### src/rtl/mem_arbiter.sv
// Purpose: two-requester round-robin arbiter in front of a single shared word memory.
// Latency: request accepted in cycle T -> response valid in T+2; one transaction in flight.
// Backpressure: a held response (i_rsp_ready low) stalls all new grants until consumed.
//
// Ports:
//   i_clk, i_reset        clock (rising edge), asynchronous active-low reset
//   i_req_* / o_req_ready per-requester request channel, slice r belongs to requester r
//   o_rsp_valid / i_rsp_ready per-requester response handshake; rdata/err are shared
//   o_mem_* / i_mem_rdata shared memory port; o_mem_addr is a word index, read is combinational
module mem_arbiter #(
  parameter int ADDR_W = 32,
  parameter int DATA_W = 32,
  parameter int ADDR_S = 512
) (
  input  logic                      i_clk,
  input  logic                      i_reset,
  input  logic [1:0]                i_req_valid,
  output logic [1:0]                o_req_ready,
  input  logic [2*ADDR_W-1:0]       i_req_addr,
  input  logic [2*DATA_W-1:0]       i_req_wdata,
  input  logic [2*(DATA_W/8)-1:0]   i_req_bmask,
  input  logic [1:0]                i_req_wren,
  output logic [1:0]                o_rsp_valid,
  input  logic [1:0]                i_rsp_ready,
  output logic [DATA_W-1:0]         o_rsp_rdata,
  output logic                      o_rsp_err,
  output logic [ADDR_W-1:0]         o_mem_addr,
  output logic [DATA_W-1:0]         o_mem_wdata,
  output logic [(DATA_W/8)-1:0]     o_mem_bmask,
  output logic                      o_mem_wren,
  input  logic [DATA_W-1:0]         i_mem_rdata
);

  localparam int NB = DATA_W / 8;
  localparam logic [ADDR_W-1:0] ADDR_LIMIT = ADDR_W'(ADDR_S);

  typedef enum logic [1:0] {
    ST_IDLE   = 2'd0,
    ST_ACCESS = 2'd1,
    ST_RESP   = 2'd2
  } state_t;

  state_t              state_q, state_d;
  logic                rr_ptr_q, rr_ptr_d;
  logic                gnt_q, gnt_d;
  logic [ADDR_W-1:0]   addr_q, addr_d;
  logic [DATA_W-1:0]   wdata_q, wdata_d;
  logic [NB-1:0]       bmask_q, bmask_d;
  logic                wren_q, wren_d;
  logic                err_q, err_d;
  logic [DATA_W-1:0]   rdata_q, rdata_d;

  // Grant selection and the granted requester's payload
  logic                gnt_sel;
  logic [ADDR_W-1:0]   sel_addr;
  logic [DATA_W-1:0]   sel_wdata;
  logic [NB-1:0]       sel_bmask;
  logic                sel_wren;
  logic                sel_err;
  logic                req_fire;

  always_comb begin
    gnt_sel = 1'b0;
    if (i_req_valid == 2'b11) begin
      gnt_sel = rr_ptr_q;
    end else if (i_req_valid[1]) begin
      gnt_sel = 1'b1;
    end
  end

  assign sel_addr  = gnt_sel ? i_req_addr[2*ADDR_W-1:ADDR_W]  : i_req_addr[ADDR_W-1:0];
  assign sel_wdata = gnt_sel ? i_req_wdata[2*DATA_W-1:DATA_W] : i_req_wdata[DATA_W-1:0];
  assign sel_bmask = gnt_sel ? i_req_bmask[2*NB-1:NB]         : i_req_bmask[NB-1:0];
  assign sel_wren  = i_req_wren[gnt_sel];

  // Misaligned or beyond the last word: flagged, memory is never touched
  assign sel_err = (sel_addr[1:0] != 2'b00) || ((sel_addr >> 2) >= ADDR_LIMIT);

  // Ready is gated by reset so every output is quiet while reset is held
  assign req_fire = (state_q == ST_IDLE) && i_reset && i_req_valid[gnt_sel];

  // State register
  always_ff @(posedge i_clk or negedge i_reset) begin
    if (!i_reset) begin
      state_q  <= ST_IDLE;
      rr_ptr_q <= 1'b0;
      gnt_q    <= 1'b0;
      addr_q   <= '0;
      wdata_q  <= '0;
      bmask_q  <= '0;
      wren_q   <= 1'b0;
      err_q    <= 1'b0;
      rdata_q  <= '0;
    end else begin
      state_q  <= state_d;
      rr_ptr_q <= rr_ptr_d;
      gnt_q    <= gnt_d;
      addr_q   <= addr_d;
      wdata_q  <= wdata_d;
      bmask_q  <= bmask_d;
      wren_q   <= wren_d;
      err_q    <= err_d;
      rdata_q  <= rdata_d;
    end
  end

  // Next-state logic
  always_comb begin
    state_d  = state_q;
    rr_ptr_d = rr_ptr_q;
    gnt_d    = gnt_q;
    addr_d   = addr_q;
    wdata_d  = wdata_q;
    bmask_d  = bmask_q;
    wren_d   = wren_q;
    err_d    = err_q;
    rdata_d  = rdata_q;
    case (state_q)
      ST_IDLE: begin
        if (req_fire) begin
          gnt_d   = gnt_sel;
          addr_d  = sel_addr;
          wdata_d = sel_wdata;
          bmask_d = sel_bmask;
          wren_d  = sel_wren;
          err_d   = sel_err;
          state_d = ST_ACCESS;
        end
      end
      ST_ACCESS: begin
        // Writes and errored requests return zero data
        rdata_d  = (wren_q || err_q) ? '0 : i_mem_rdata;
        rr_ptr_d = ~gnt_q;
        state_d  = ST_RESP;
      end
      ST_RESP: begin
        // Only the granted requester's ready can retire the response
        if (i_rsp_ready[gnt_q]) begin
          state_d = ST_IDLE;
        end
      end
      default: begin
        state_d = ST_IDLE;
      end
    endcase
  end

  // Output logic
  always_comb begin
    o_req_ready = 2'b00;
    o_mem_addr  = '0;
    o_mem_wdata = '0;
    o_mem_bmask = '0;
    o_mem_wren  = 1'b0;
    o_rsp_valid = 2'b00;
    o_rsp_rdata = '0;
    o_rsp_err   = 1'b0;
    case (state_q)
      ST_IDLE: begin
        if (req_fire) begin
          o_req_ready = gnt_sel ? 2'b10 : 2'b01;
        end
      end
      ST_ACCESS: begin
        o_mem_addr  = addr_q >> 2;
        o_mem_wdata = wdata_q;
        o_mem_bmask = err_q ? '0 : bmask_q;
        o_mem_wren  = wren_q & ~err_q;
      end
      ST_RESP: begin
        o_rsp_valid = gnt_q ? 2'b10 : 2'b01;
        o_rsp_rdata = rdata_q;
        o_rsp_err   = err_q;
      end
      default: begin
      end
    endcase
  end

endmodule

### config.mk
export PLATFORM = sky130hd
export DESIGN_NAME = mem_arbiter
export DESIGN_NICKNAME = d
export VERILOG_FILES = /design/src/rtl/mem_arbiter.sv
export SDC_FILE = /design/constraint.sdc
export NUM_CORES = 1
export LEC_CHECK = 0
export ABC_AREA = 1
export CORE_ASPECT_RATIO = 1.4
export CORE_MARGIN = 5
export CORE_UTILIZATION = 43
export CTS_CLUSTER_SIZE = 24
export DETAILED_ROUTE_END_ITERATION = 7
export PLACE_DENSITY = 0.95
export SETUP_SLACK_MARGIN = 0.3
export SYNTH_ARGS = -nofsm -noshare
export SYNTH_HDL_FRONTEND = slang
export SYNTH_SLANG_ARGS = --single-unit
### constraint.sdc
create_clock -name i_clk -period 3.8 [get_ports i_clk]
set_input_delay 0.76 -clock i_clk [delete_from_list [all_inputs] [get_ports i_clk]]
set_output_delay 0.76 -clock i_clk [all_outputs]
set_load 0.01 [all_outputs]
==> flow_summary.toml, run 1 <==
[yosys]
synthDominantAreaCellType = "dfrtp_1"
syn-mean-instance-area_sq_um = 7.37
netlist_instances = 721
synthesis.area_sq_um = 5310
yosysSeqAreaShare = 0.490
post-synth-top-count-cell = "nand2_1"
synthDistinctLibCells = 23
synth-seq-cells = 104
yosys.area.top_type_share = 0.490
synth_common_cells = "nand2_1, inv_1, nor2_1, dfrtp_1, o211ai_1"
yosys_warnings = 0
netlist_top_cells_area = "dfrtp_1, nand2_1, inv_1"
synth_edf_count = 0
postSynth.asyncResetShare = 1.00
ys_dominant_reg_cell = "dfrtp_1"

[clocking]
cts_tree = "done"
clock_pin_slew_worst_setup_and_hold_paths_ns = 0.08
cts_setup_buffers = 0
cts_buffer_count = 9
cts_htree_levels = 3
holdBufCountCts = 0
clock_tree.buffer_depth = 2
clock_insertion_delay_worst_skew_ns = 0.35
post_cts.resized_instances = 0
cts_root_buf = "clkbuf_16"
clock_sinks = 104

[global_routing]
globalRoute.totalOverflow = 0
first_pass_grt_wire_length_mm = 28.1
track_usage = 0.236
grt_max_degree = 62
grt_antenna_before_repair = 1
via_count_of_the_first_global_routing_pass = 5678

[placement]
dpl_worst_slack_ns = 0.691
port_buffers = 279
place.gp.congestion = 0.849
place.detailed.hpwl_mm = 13.6

[worst_setup_path]
critPathKind = "in -> out"
cp-endpoint = "o_req_ready[1]"
cp_data_required_time_ns = 3.04
cp-end-kind = "output port"
startpoint_type = "primary input"
crit_arrival_ns = 2.35
r2r_end = "rdata_q[14]"
rr_worst_depth = 5
worst-r2r-setup-slack_ns = 1.30
worst-path-max-fanout = 4
r2r-start = "state_q[0]"
crit_path_start = "i_req_valid[1]"

[power_and_ir_drop]
power_per_cell_area_nw_per_um2 = 476
worst_supply_voltage_drop_on_vdd_v = 0.000344
static-leakage-power_nw = 3.86
p_total_mw = 4.07

[timing]
worst_pin_slew_ns = 1.23
grt_setup_unrepaired = "false"
timing.setup.tns_ns = 0
fmaxAchievable_ghz = 0.322
final_hold_viol_count = 0
period_minus_slack_ns = 3.11
final.setup_skew_ns = 0.0129
final_setup_violations = 0
finalMaxSlewViolations = 0
post_route_fraction_of_the_period_consumed_by_the_critical_path = 0.818
setup_slack_ns = 0.692
max_transition_margin = 0.181

[drt]
drc_errors = 0
finalWirelength_mm = 17.8
drt_iter0_drc = 172
drt-pass1-iter-count = 5
post_drt_via_cell_ratio = 4.90
routed_wire_length_per_instance_microns = 15.6
ant_nets = 0
detailroute.via_count = 5594

[final_layout]
finalCoreUtilization = 0.697
layout.nets = 1162
sequential_cell_area_sq_um = 2600
drive_above_1_share = 0.0394
final.fill_count = 910
antenna-diode-count = 0
multiInputGateArea_sq_um = 1960
area_growth_pct = 60.8

[min_path]
hold_path.class = "reg -> reg"

[floorplanning]
die-area_sq_um = 14700
chipWidth_microns = 104
dieHeight_microns = 142
io_pins = 282
fp.coreArea_sq_um = 12300
initial_utilization = 0.434
fp-row-count = 48

[job]
timing.max_cap.violations = 0

[run_status]
outcome = "finished clean"
==> logic make-up (layout without fill, tap and decap cells) <==
group / count (synthesis) / in the layout / share of synthesized area
other: 1 / 2 / 0.000706
flip-flops: 104 / 104 / 0.490
AO/OA/AOI/OAI: 106 / 106 / 0.130
buffers and inverters: 197 / 466 / 0.145
AND/OR/NAND/NOR: 313 / 313 / 0.235
==> final cells by class <==
class,count,area share
repair buffers,294,0.341
well taps,150,0.0220
multi-input cells,421,0.230
inverters,156,0.0685
flip-flops and latches,104,0.305
clock inverters,7,0.00776
clock buffers,9,0.0264
==> flip-flops by register name, summed over array words and instances, names as in the netlist <==
| name | cells |
|---|---|
| err_q | 1 |
| addr_q | 30 |
| wdata_q | 32 |
| gnt_q | 1 |
| state_q | 2 |
| bmask_q | 4 |
| wren_q | 1 |
| rr_ptr_q | 1 |
| rdata_q | 32 |
==> power by group <==
group | switching, mW | internal (mW)
sequential | 0.131 | 1.46
combinational | 0.855 | 0.707
clock | 0.451 | 0.467
==> placed cells by master, fill, tap and decap left out, types with 5 or more instances in the layout <==
cell type,instances
o211ai_1,46
nand2_1,173
nand3_1,9
inv_6,5
dfrtp_1,104
o21ai_0,23
nor2_1,114
clkdlybuf4s50_1,278
clkbuf_16,9
inv_1,153
buf_4,15
nand3b_1,12
o22ai_1,32
==> metrics by stage <==
step	area (sq um)	instances	hold slack [ns]
finish	8540	1141	0.488
floorplan	5320	722	0.453
detailed placement	8250	1125	0.474
global route	8540	1141	0.512
global placement	8250	1125	0.468
CTS	8540	1141	0.495
==> critical path, stage by stage <==
cell and delay [ns]:
clkdlybuf4s50_1 0.54, o21ai_1 0.13, nor3_4 0.15, inv_2 0.09, nor2_4 0.12, clkdlybuf4s50_1 0.56
==> per-layer routing <==
layer / vias up / GRT usage / wire length [microns]
li1: 2717 / - / -
met4: 2 / 0.0962 / 654
met3: 44 / 0.0564 / 1140
met1: 2616 / 0.264 / 6380
met5: - / 0 / 13
met2: 215 / 0.429 / 9630
==> worst min-delay path by stage <==
stage / startpoint / endpoint / cells past startpoint
global route: addr_q[22] / addr_q[22] / 2
CTS: addr_q[22] / addr_q[22] / 2
detailed placement: addr_q[17] / addr_q[17] / 2
global placement: addr_q[30] / addr_q[30] / 2
floorplan: addr_q[12] / addr_q[12] / 2
finish: addr_q[22] / addr_q[22] / 2
(Power assumes the default switching activity.)
==> inputs of run 2 (changes only) <==
--- a/config.mk
+++ b/config.mk
@@ -8,10 +8,10 @@
 export ABC_AREA = 1
 export CORE_ASPECT_RATIO = 1.4
 export CORE_MARGIN = 5
-export CORE_UTILIZATION = 43
+export CORE_UTILIZATION = 40
 export CTS_CLUSTER_SIZE = 24
 export DETAILED_ROUTE_END_ITERATION = 7
-export PLACE_DENSITY = 0.95
+export PLACE_DENSITY = 0.9
 export SETUP_SLACK_MARGIN = 0.3
 export SYNTH_ARGS = -nofsm -noshare
 export SYNTH_HDL_FRONTEND = slang
==> constraint.sdc (replaced) <==
create_clock -name i_clk -period 3 [get_ports i_clk]
set_input_delay 0.6 -clock i_clk [delete_from_list [all_inputs] [get_ports i_clk]]
set_output_delay 0.6 -clock i_clk [all_outputs]
set_load 0.01 [all_outputs]
==> flow_summary.toml, run 2 (synthesized netlist as in run 1, its figures left out) <==
[floorplanning]
io_pins = 282
die-area_sq_um = 15700
fp-row-count = 49
dieHeight_microns = 146
fp.coreArea_sq_um = 12900
chipWidth_microns = 107
initial_utilization = 0.411

[final_layout]
multiInputGateArea_sq_um = 1970
instances_no_fill = 1171
reg.largest.list = "rdata_q x32, wdata_q x32, addr_q x30"
layout.cells.most_common = "clkdlybuf4s50_1"
drive_above_1_share = 0.0444
sequential_cell_area_sq_um = 2610
final.fill_count = 1043
area_growth_pct = 62.7
mostFrequentLayoutCells = "clkdlybuf4s50_1, nand2_1, inv_1"
layout.nets = 1163

[clocking]
cts_root_buf = "clkbuf_16"
cts_htree_levels = 3
clock_insertion_delay_worst_skew_ns = 0.34
holdBufCountCts = 0
clock_pin_slew_worst_setup_and_hold_paths_ns = 0.08
cts_tree = "done"
clock_sinks = 104
cts_buffer_count = 9
clock_tree.buffer_depth = 2

[run_status]
outcome = "finished clean"

[worst_setup_path]
cp-end-kind = "output port"
critical_path.cell_chain = "nor2_4 -> inv_4 -> buf_12 -> nor2_1 -> clkdlybuf4s50_1"
critPathKind = "reg -> out"
timing.critical_path.slowest_stage_cell = "clkdlybuf4s50_1"
worst-path-max-fanout = 28
crit_arrival_ns = 2.01
startpoint_type = "flop"
cp_top_family = "buffers and inverters"
cp_data_required_time_ns = 2.40
worst_stage_delay_on_the_critical_path_ns = 0.59
worstPathBufferInverterCount = 3

[timing]
fmaxAchievable_ghz = 0.382
worst_pin_slew_ns = 0.694
final_setup_violations = 0
finalMaxSlewViolations = 0
post_route_fraction_of_the_period_consumed_by_the_critical_path = 0.872
timing.setup.tns_ns = 0
final.setup_skew_ns = 0.0119
max_transition_margin = 0.538
final_hold_viol_count = 0
period_minus_slack_ns = 2.61
grt_setup_unrepaired = "true"

[global_routing]
first_pass_grt_wire_length_mm = 28.6
grt_max_degree = 62
globalRoute.totalOverflow = 0
grt_antenna_before_repair = 1
track_usage = 0.229
via_count_of_the_first_global_routing_pass = 5587

[drt]
routed_wire_length_per_instance_microns = 15.3
finalWirelength_mm = 17.9
drc_errors = 0
detailroute.via_count = 5475
drt_iter0_drc = 212
drt-pass1-iter-count = 4
post_drt_via_cell_ratio = 4.68
ant_nets = 0

[placement]
place.gp.congestion = 0.843
place_inst = 1154
place.detailed.hpwl_mm = 13.6
port_buffers = 279

[min_path]
hold_path.class = "in -> async"

[power_and_ir_drop]
power_per_cell_area_nw_per_um2 = 606
worst_supply_voltage_drop_on_vdd_v = 0.000374
static-leakage-power_nw = 3.92

[job]
timing.max_cap.violations = 0
run 2: cell type report:
cell class	count	share of cell area
repair buffers	295	0.342
multi-input cells	421	0.228
well taps	178	0.0258
flip-flops and latches	104	0.301
diodes	1	0.000289
inverters	156	0.0680
clock buffers	9	0.0261
clock inverters	7	0.00868
run 2: power by group:
group	switching, mW	leakage, nW	internal, mW
Combinational	1.10	2.44	0.917
Clock	0.542	0.151	0.657
Sequential	0.168	1.33	1.85
run 2: worst reg2reg max path: cells and delay by family (launching register included):
family / cells / cell delay (ns)
simple gates: 2 / 0.66
buf+inv: 2 / 0.61
flops: 1 / 0.45
compound gates: 1 / 0.13
run 2: stage by stage:
stage	hold slack, ns	area [sq um]	power (mW)	utilization	setup WS [ns]
finish	0.398	8640	5.24	0.668	0.385
global route	0.454	8640	5.59	0.668	0.285
CTS	0.413	8620	5.27	0.666	0.253
detailed placement	0.473	8310	4.04	0.642	0.107
global placement	0.465	8310	3.97	0.642	0.135
floorplan	0.304	5320	3.08	-	0.960
run 2: path summary, 6_finish.rpt:
check,from,end,slack [ns],depth (start not counted)
worst min-delay path,i_reset,rdata_q[10],0.40,2
max in group asynchronous,i_reset,state_q[0],1.41,3
worst min register to register,addr_q[18],addr_q[18],0.49,2
worst max-delay path,state_q[1],o_mem_wdata[27],0.39,5
worst max register to register,state_q[1],rdata_q[25],1.07,5
min in group i_clk,addr_q[18],addr_q[18],0.49,2
run 2: metal layers:
layer,routed length [microns],vias to the layer above,GRT usage
met3,1150,55,0.0508
met5,0,-,0
met4,956,0,0.126
li1,-,2718,-
met1,6590,2501,0.260
met2,9190,201,0.395
run 2: timing repair:
| item | in CTS | in global routing |
|---|---|---|
| endpoints found under the hold margin | 0 | 0 |
| buffers inserted | 0 | 0 |
| gates resized for setup | 6 | 10 |
| endpoints found under the setup margin | 7 | 85 |
